### config.mk
export PLATFORM = sky130hd
export DESIGN_NAME = lfsr_rng_bank
export DESIGN_NICKNAME = d
export VERILOG_FILES = /design/src/rtl/lfsr_rng_bank.sv
export SDC_FILE = /design/constraint.sdc
export NUM_CORES = 1
export LEC_CHECK = 0
export CORE_ASPECT_RATIO = 1.2
export CORE_UTILIZATION = 42
export DETAILED_ROUTE_END_ITERATION = 6
export GPL_ROUTABILITY_DRIVEN = 0
export GPL_TIMING_DRIVEN = 0
export PLACE_DENSITY = 0.66
export SYNTH_ARGS = -nofsm -noshare
export SYNTH_HDL_FRONTEND = slang
export SYNTH_SLANG_ARGS = --single-unit
### constraint.sdc
create_clock -name Clk -period 7.3 [get_ports Clk]
set_clock_uncertainty 0.15 [all_clocks]
set_input_delay 0.73 -clock Clk [delete_from_list [all_inputs] [get_ports Clk]]
set_output_delay 0.73 -clock Clk [all_outputs]
set_load 0.005 [all_outputs]
### src/rtl/lfsr_rng_bank.sv
// Bank of independent maximal-length Fibonacci LFSRs with a request/valid
// bounded-draw engine (rejection sampling, modulo fallback after MAX_TRIES).
module lfsr_rng_bank #(
    parameter int WIDTH     = 9,
    parameter int CHANNELS  = 4,
    parameter int OUT_W     = 4,
    parameter int MAX_TRIES = 8,
    localparam int CH_W     = (CHANNELS > 1) ? $clog2(CHANNELS) : 1
) (
    input  logic                      Clk,
    input  logic                      Reset_n,
    input  logic [CHANNELS-1:0]       Step,
    input  logic                      Load,
    input  logic [CH_W-1:0]           Load_ch,
    input  logic [WIDTH-1:0]          Seed,
    input  logic                      Req,
    input  logic [CH_W-1:0]           Req_ch,
    input  logic [OUT_W-1:0]          Limit,
    output logic [CHANNELS*WIDTH-1:0] State,
    output logic [OUT_W-1:0]          Rand,
    output logic                      Valid,
    output logic                      Busy
);

    // Bit (WIDTH - t) is set for every exponent t of the tap polynomial.
    function automatic logic [15:0] tap_mask(input int w);
        case (w)
            4:       return 16'h0003;
            5:       return 16'h0005;
            6:       return 16'h0003;
            7:       return 16'h0003;
            8:       return 16'h001D;
            9:       return 16'h0011;
            10:      return 16'h0009;
            11:      return 16'h0005;
            12:      return 16'h0107;
            13:      return 16'h0027;
            14:      return 16'h1007;
            15:      return 16'h0003;
            16:      return 16'h100B;
            default: return 16'h0003;
        endcase
    endfunction

    localparam logic [15:0] TAPS = tap_mask(WIDTH);

    function automatic logic [WIDTH-1:0] lfsr_next(input logic [WIDTH-1:0] s);
        return {^(s & TAPS[WIDTH-1:0]), s[WIDTH-1:1]};
    endfunction

    typedef enum logic {IDLE, DRAW} fsm_t;

    fsm_t             fsm_q, fsm_d;
    logic [CH_W-1:0]  ch_q, ch_d;
    logic [OUT_W:0]   lim_q, lim_d;
    logic [7:0]       tries_q, tries_d;
    logic [OUT_W-1:0] rand_d;
    logic             valid_d;
    logic             draw_step;
    logic [OUT_W-1:0] cand;
    logic [OUT_W:0]   rem;

    logic [WIDTH-1:0] lfsr_q [CHANNELS];
    logic [WIDTH-1:0] lfsr_d [CHANNELS];

    assign cand = lfsr_q[ch_q][OUT_W-1:0];
    assign rem  = {1'b0, cand} % lim_q;
    assign Busy = (fsm_q == DRAW);

    always_comb begin
        // NOTE: every signal gets a default first so no path leaves it unassigned (no latch).
        fsm_d     = fsm_q;
        ch_d      = ch_q;
        lim_d     = lim_q;
        tries_d   = tries_q;
        rand_d    = Rand;
        valid_d   = 1'b0;
        draw_step = 1'b0;
        case (fsm_q)
            IDLE: begin
                if (Req) begin
                    ch_d    = (int'(Req_ch) < CHANNELS) ? Req_ch : '0;
                    lim_d   = (Limit == '0) ? {1'b1, {OUT_W{1'b0}}} : {1'b0, Limit};
                    tries_d = '0;
                    fsm_d   = DRAW;
                end
            end
            DRAW: begin
                draw_step = 1'b1;
                if ({1'b0, cand} < lim_q) begin
                    rand_d  = cand;
                    valid_d = 1'b1;
                    fsm_d   = IDLE;
                end else if (tries_q == 8'(MAX_TRIES)) begin
                    rand_d  = rem[OUT_W-1:0];
                    valid_d = 1'b1;
                    fsm_d   = IDLE;
                end else begin
                    tries_d = tries_q + 8'd1;
                end
            end
            default: fsm_d = IDLE;
        endcase
    end

    // Load beats the draw-step, which beats the external Step on the same channel.
    always_comb begin
        for (int c = 0; c < CHANNELS; c++) begin
            lfsr_d[c] = lfsr_q[c];
            if (Load && Load_ch == CH_W'(c))
                lfsr_d[c] = (Seed == '0) ? WIDTH'(1) : Seed;
            else if (draw_step && ch_q == CH_W'(c))
                lfsr_d[c] = lfsr_next(lfsr_q[c]);
            else if (Step[c])
                lfsr_d[c] = lfsr_next(lfsr_q[c]);
        end
    end

    always_ff @(posedge Clk or negedge Reset_n) begin
        if (!Reset_n) begin
            fsm_q   <= IDLE;
            ch_q    <= '0;
            lim_q   <= {{OUT_W{1'b0}}, 1'b1};
            tries_q <= '0;
            Rand    <= '0;
            Valid   <= 1'b0;
            for (int c = 0; c < CHANNELS; c++)
                lfsr_q[c] <= WIDTH'(c + 1);
        end else begin
            // NOTE: non-blocking updates so all registers sample pre-edge values.
            fsm_q   <= fsm_d;
            ch_q    <= ch_d;
            lim_q   <= lim_d;
            tries_q <= tries_d;
            Rand    <= rand_d;
            Valid   <= valid_d;
            for (int c = 0; c < CHANNELS; c++)
                lfsr_q[c] <= lfsr_d[c];
        end
    end

    for (genvar g = 0; g < CHANNELS; g++) begin : g_state
        assign State[g*WIDTH +: WIDTH] = lfsr_q[g];
    end

endmodule

==> results.yml, run 1 <==
cells_and_area:
  synthToLayoutAreaGrowth_pct: 27.97
  layout_common_cells: "clkdlybuf4s50_1, dfrtp_1, o21ai_0, nor2_1, mux2i_1"
  layout-drive-gt1-share_pct: 9.534
  final_nets: 514
  final_common_cell: "clkdlybuf4s50_1"
  antenna_cells: 0
sta:
  worst_slew_pin_slew_ns: 0.9463
  fin_ws_ns: 1.056
  setup_viol: 0
  fmax_ghz: 0.1602
  timing.setup.tns_ns: 0
  fin_crit_ns: 6.244
  drv_slew: 0
  grt_setup_unrepaired: "false"
  period_share_pct: 85.53
  final-hold-violation-count: 0
  maxSlewHeadroom_pct: 36.78
route:
  num_vias: 3163
  drc: 0
  met2WireLength_um: 4801
  wl_met3_um: 395
  firstDrtPassIters: 4
  top_layer: "met4"
  initialDrtViolationCount: 96
  wl_um: 9699
  wl_met1_um: 4395
  postRouteAntennaNets: 0
  viasPerCell: 5.398
  wire_per_inst_um: 16.55
clocking:
  cts_buffers: 9
  clock_latency_ns: 0.33
  clkTransAtPathRegs_ns: 0.07
  post_cts_buffers: 0
  h-tree-depth: 3
  cts_root_buf: "clkbuf_8"
  cts_resized: 0
  holdBufCountCts: 0
  cts_tree: "built"
  ctsLongestPathBuffers: 2
  clock-sinks: 57
floorplanning:
  rows: 36
  core-area_mm2: 0.008288
  initial_utilization_pct: 44.20
  ioPinCount: 67
  chipHeight_um: 104.3
  dieArea_mm2: 0.009102
  die_w_um: 87.26
worst_setup_path:
  slowest_delay_ns: 0.51
  crit_path_frequent_cell: "ha_1"
  crit_required_ns: 7.35
  cp_max_fo: 10
  slowest_stage: "mux4_2"
  cp-end-kind: "register"
  critPathArrivalTime_ns: 6.30
  worst-path-buf-inv: 2
  crit_type: "reg -> reg"
  critPathTopFamily: "compound AO/OA/AOI/OAI gates"
  worstSetupStartpointType: "register"
global_route:
  overflow: 0
  grt_pass1_wl_um: 16150
  grt_usage_pct: 23.02
  grt_pass1_vias: 3260
  grt_max_degree: 30
  antenna_found_initial: 0
yosys:
  yosysSeqAreaShare_pct: 39.14
  syn_area_per_cell_um2: 9.418
  synth_area_mm2: 0.003664
  ys_ff_latch: 57
  yosysWarnings: 0
  syn_nets: 436
  synth_cell_types: 57
  synth_edf_count: 0
  synthCells: 389
  synthFlopType: "dfrtp_1"
  synthArstFlopShare_pct: 100.0
placed_design:
  place_ws_ns: 1.105
  port_buffers: 66
  post-dp-hpwl_um: 7300
flow_run:
  cap_violations: 0
run_status:
  outcome: "completed"
hold_path:
  hold_class: "in -> async"
==> metal layers <==
metal	track usage [%]	vias up
met2	39.17	72
met1	28.96	1524
met4	6.440	0
met5	0	-
met3	5.079	11
li1	-	1556
==> stage by stage <==
stage,hold WS (ns),instances,utilization [%],instance area [um^2]
after global routing,0.3291,586,56.57,4688
after floorplan,0.2844,389,-,3664
after detailed placement,0.3307,570,54.08,4482
after global placement,0.3253,569,53.89,4467
final,0.2757,586,56.57,4688
after CTS,0.2906,586,56.57,4688
==> final timing paths <==
check | from | end | slack, ns | depth (start not counted)
min in group Clk | Rand[0] | Rand[0] | 0.34 | 1
max in group asynchronous | Reset_n | lim_q[0] | 6.05 | 2
setup reg to reg | ch_q[0] | Rand[3] | 1.06 | 25
setup / recovery | ch_q[0] | Rand[3] | 1.06 | 25
hold / removal | Reset_n | State[32] | 0.28 | 1
hold reg to reg | Rand[0] | Rand[0] | 0.34 | 1
==> flip-flops by register name (all words and copies together), names as in the netlist <==
signal,cells
Valid,1
Busy,1
ch_q,2
tries_q,8
lim_q,5
State,36
Rand,4
==> worst register-to-register path, cell delays in order, from the launching register on <==
cell,delay (ns)
dfrtp_1,0.35
buf_6,0.16
mux4_2,0.51
ha_1,0.21
a21o_1,0.18
a21oi_1,0.14
a21oi_1,0.07
ha_1,0.36
nor2b_1,0.17
or3_1,0.35
a21oi_2,0.19
nor2_1,0.08
mux2_1,0.35
ha_1,0.32
o21a_1,0.11
o31a_1,0.12
o31ai_2,0.37
buf_6,0.20
mux2_2,0.35
ha_1,0.33
o21ai_0,0.11
a21oi_1,0.07
o22ai_2,0.30
nand2_1,0.15
nor4bb_1,0.34
o32ai_1,0.12
==> logic make-up after synthesis <==
family          synth area share [%]
simple gates                   15.47
compound gates                 16.94
flops                          39.14
mux                            13.87
buf+inv                        3.893
fa+ha+maj                      7.719
xor+xnor                       2.869
other cells                   0.1024
==> layout make-up <==
cell class                 count  area [um^2]
fill                         778         3600
multi-input combinational    300         2087
sequential                    57         1434
timing repair buffer          67        675.6
clock buffer                  12        155.1
tap                          114        142.6
buffer                        15        78.83
inverter                      17        63.81
clock inverter                 4        51.30
==> synth_stat cells (all sizes together), types with 4 or more instances <==
| master | number | area, um^2 |
|---|---|---|
| a21oi | 27 | 150.2 |
| a31oi | 8 | 50.05 |
| and3 | 6 | 37.54 |
| buf | 9 | 56.30 |
| clkbuf | 6 | 22.52 |
| dfrtp | 51 | 1276 |
| dfstp | 6 | 157.7 |
| ha | 21 | 262.8 |
| inv | 17 | 63.81 |
| mux2 | 6 | 67.56 |
| mux2i | 35 | 350.3 |
| mux4 | 4 | 90.09 |
| nand2 | 34 | 127.6 |
| nand3 | 9 | 45.04 |
| nor2 | 38 | 145.1 |
| nor2b | 5 | 31.28 |
| o21a | 5 | 37.54 |
| o21ai | 46 | 230.2 |
| or3 | 4 | 25.02 |
| xnor2 | 9 | 78.83 |
Power of run 1 is not shown: default switching activity piles up to over one toggle a cycle in this logic, so the estimate is an artifact.
==> inputs of run 2 (changes only) <==
--- a/config.mk
+++ b/config.mk
@@ -6,11 +6,12 @@
 export NUM_CORES = 1
 export LEC_CHECK = 0
 export CORE_ASPECT_RATIO = 1.2
-export CORE_UTILIZATION = 42
+export CORE_UTILIZATION = 53
 export DETAILED_ROUTE_END_ITERATION = 6
 export GPL_ROUTABILITY_DRIVEN = 0
 export GPL_TIMING_DRIVEN = 0
-export PLACE_DENSITY = 0.66
+export PLACE_DENSITY = 0.81
+export SETUP_SLACK_MARGIN = 0.3
 export SYNTH_ARGS = -nofsm -noshare
 export SYNTH_HDL_FRONTEND = slang
 export SYNTH_SLANG_ARGS = --single-unit
==> run 2 against run 1 <==
Worst hold slack worse by 0.069 ns. Via count is 4.7% higher. Sequential share of layout area is 0.11 points higher. Register-to-register slack better by 0.07 ns. First-iteration DRC count is 89% higher. Die area is 20% lower. Utilization is 15 points higher.
==> results.yml, run 2 (synthesis results as in run 1) <==
clocking:
  cts_root_buf: "clkbuf_8"
  cts_tree: "built"
  h-tree-depth: 3
  clock-sinks: 57
  holdBufCountCts: 0
  post_cts_buffers: 0
  clock_latency_ns: 0.35
  clkTransAtPathRegs_ns: 0.08
  cts_resized: 0
  ctsLongestPathBuffers: 2
  cts_buffers: 9
route:
  postRouteAntennaNets: 0
  initialDrtViolationCount: 181
  num_vias: 3313
  viasPerCell: 5.948
  wire_per_inst_um: 17.34
  drc: 0
  wl_um: 9660
  firstDrtPassIters: 6
worst_setup_path:
  slowest_stage: "mux4_2"
  rrSetupSlack_ns: 1.13
  crit_required_ns: 7.38
  crit_type: "reg -> reg"
  worstSetupStartpointType: "register"
  critPathTopFamily: "compound AO/OA/AOI/OAI gates"
  slowest_delay_ns: 0.50
  critPathArrivalTime_ns: 6.26
  cp-end-kind: "register"
  cp_max_fo: 10
  r2r_cells: 24
  crit_chain: "buf_6 > mux4_2 > ha_1 > o21a_1 > a21oi_1 > ha_1 > nor2b_1 > or3_1 > a21oi_2 > nor2_1 > mux2_1 > ha_1 > o21a_1 > o31a_1 > o31ai_2 > buf_6 > mux2_2 > ha_1 > o21ai_0 > a21oi_1 > o22ai_2 > nand2_1 > and3b_1 > o32a_1"
  r2r_end: "Rand[2]"
  crit-reg2reg-launch: "ch_q[0]"
  crit_path_frequent_cell: "ha_1"
  worst-path-buf-inv: 2
placed_design:
  place_ws_ns: 1.206
  port_buffers: 66
  post-dp-hpwl_um: 6999
flow_run:
  cap_violations: 0
sta:
  fin_crit_ns: 6.174
  fin_ws_ns: 1.126
  grt_setup_unrepaired: "false"
  drv_slew: 0
  maxSlewHeadroom_pct: 36.89
  worst_slew_pin_slew_ns: 0.9445
  fmax_ghz: 0.1620
  period_share_pct: 84.57
  final-hold-violation-count: 0
  timing.setup.tns_ns: 0
  setup_viol: 0
global_route:
  grt_pass1_wl_um: 15840
  grt_usage_pct: 28.44
  grt_max_degree: 35
  overflow: 0
  grt_pass1_vias: 3328
  antenna_found_initial: 0
floorplanning:
  chipHeight_um: 93.08
  rows: 32
  dieArea_mm2: 0.007250
  initial_utilization_pct: 55.79
  ioPinCount: 67
  die_w_um: 77.90
  core-area_mm2: 0.006566
cells_and_area:
  layout_common_cells: "clkdlybuf4s50_1, dfrtp_1, o21ai_0, nor2_1, mux2i_1"
  synthToLayoutAreaGrowth_pct: 27.53
  final_nets: 514
  antenna_cells: 0
  largest_register_ffs: 36
  final_common_cell: "clkdlybuf4s50_1"
  layout-drive-gt1-share_pct: 9.746
hold_path:
  hold_class: "in -> async"
run_status:
  outcome: "completed"
run 2: per-layer routing:
| metal | share of wire (%) | vias up | GRT usage, % | routed length, um |
|---|---|---|---|---|
| li1 | - | 1556 | - | - |
| met1 | 41 | 1590 | 33.65 | 3916 |
| met2 | 51 | 145 | 48.60 | 4887 |
| met3 | 6.6 | 22 | 6.927 | 641 |
| met4 | 2.2 | 0 | 13.27 | 213 |
| met5 | 0 | - | 0 | 0 |
run 2: how the worst max path moves through the flow:
stage / cells past startpoint / to / slack (ns) / start
finish: 24 / Rand[2] / 1.13 / ch_q[0]
global route: 24 / Rand[3] / 0.72 / ch_q[0]
CTS: 23 / Rand[0] / 1.15 / ch_q[0]
detailed placement: 23 / Rand[0] / 1.21 / ch_q[0]
global placement: 23 / Rand[0] / 1.28 / ch_q[0]
floorplan: 25 / Rand[2] / 1.65 / ch_q[0]
run 2: stage by stage:
| stage | cells | area (um^2) | hold slack (ns) | util, % |
|---|---|---|---|---|
| 6_report | 557 | 4672 | 0.2070 | 71.15 |
| 5_1_grt | 557 | 4672 | 0.2412 | 71.15 |
| 4_1_cts | 557 | 4672 | 0.2262 | 71.15 |
| 3_5_place_dp | 541 | 4446 | 0.3300 | 67.70 |
| 3_3_place_gp | 540 | 4431 | 0.3269 | 67.47 |
| 2_1_floorplan | 389 | 3664 | 0.2844 | - |
run 2: area by class of cell:
| type | count | area, um^2 |
|---|---|---|
| buffer | 15 | 78.83 |
| inverter | 17 | 63.81 |
| timing repair buffer | 67 | 675.6 |
| clock buffer | 9 | 123.9 |
| sequential | 57 | 1434 |
| tap | 85 | 106.4 |
| fill | 498 | 1894 |
| multi-input combinational | 300 | 2087 |
| clock inverter | 7 | 102.6 |
Power of run 2 is left out for the same reason.
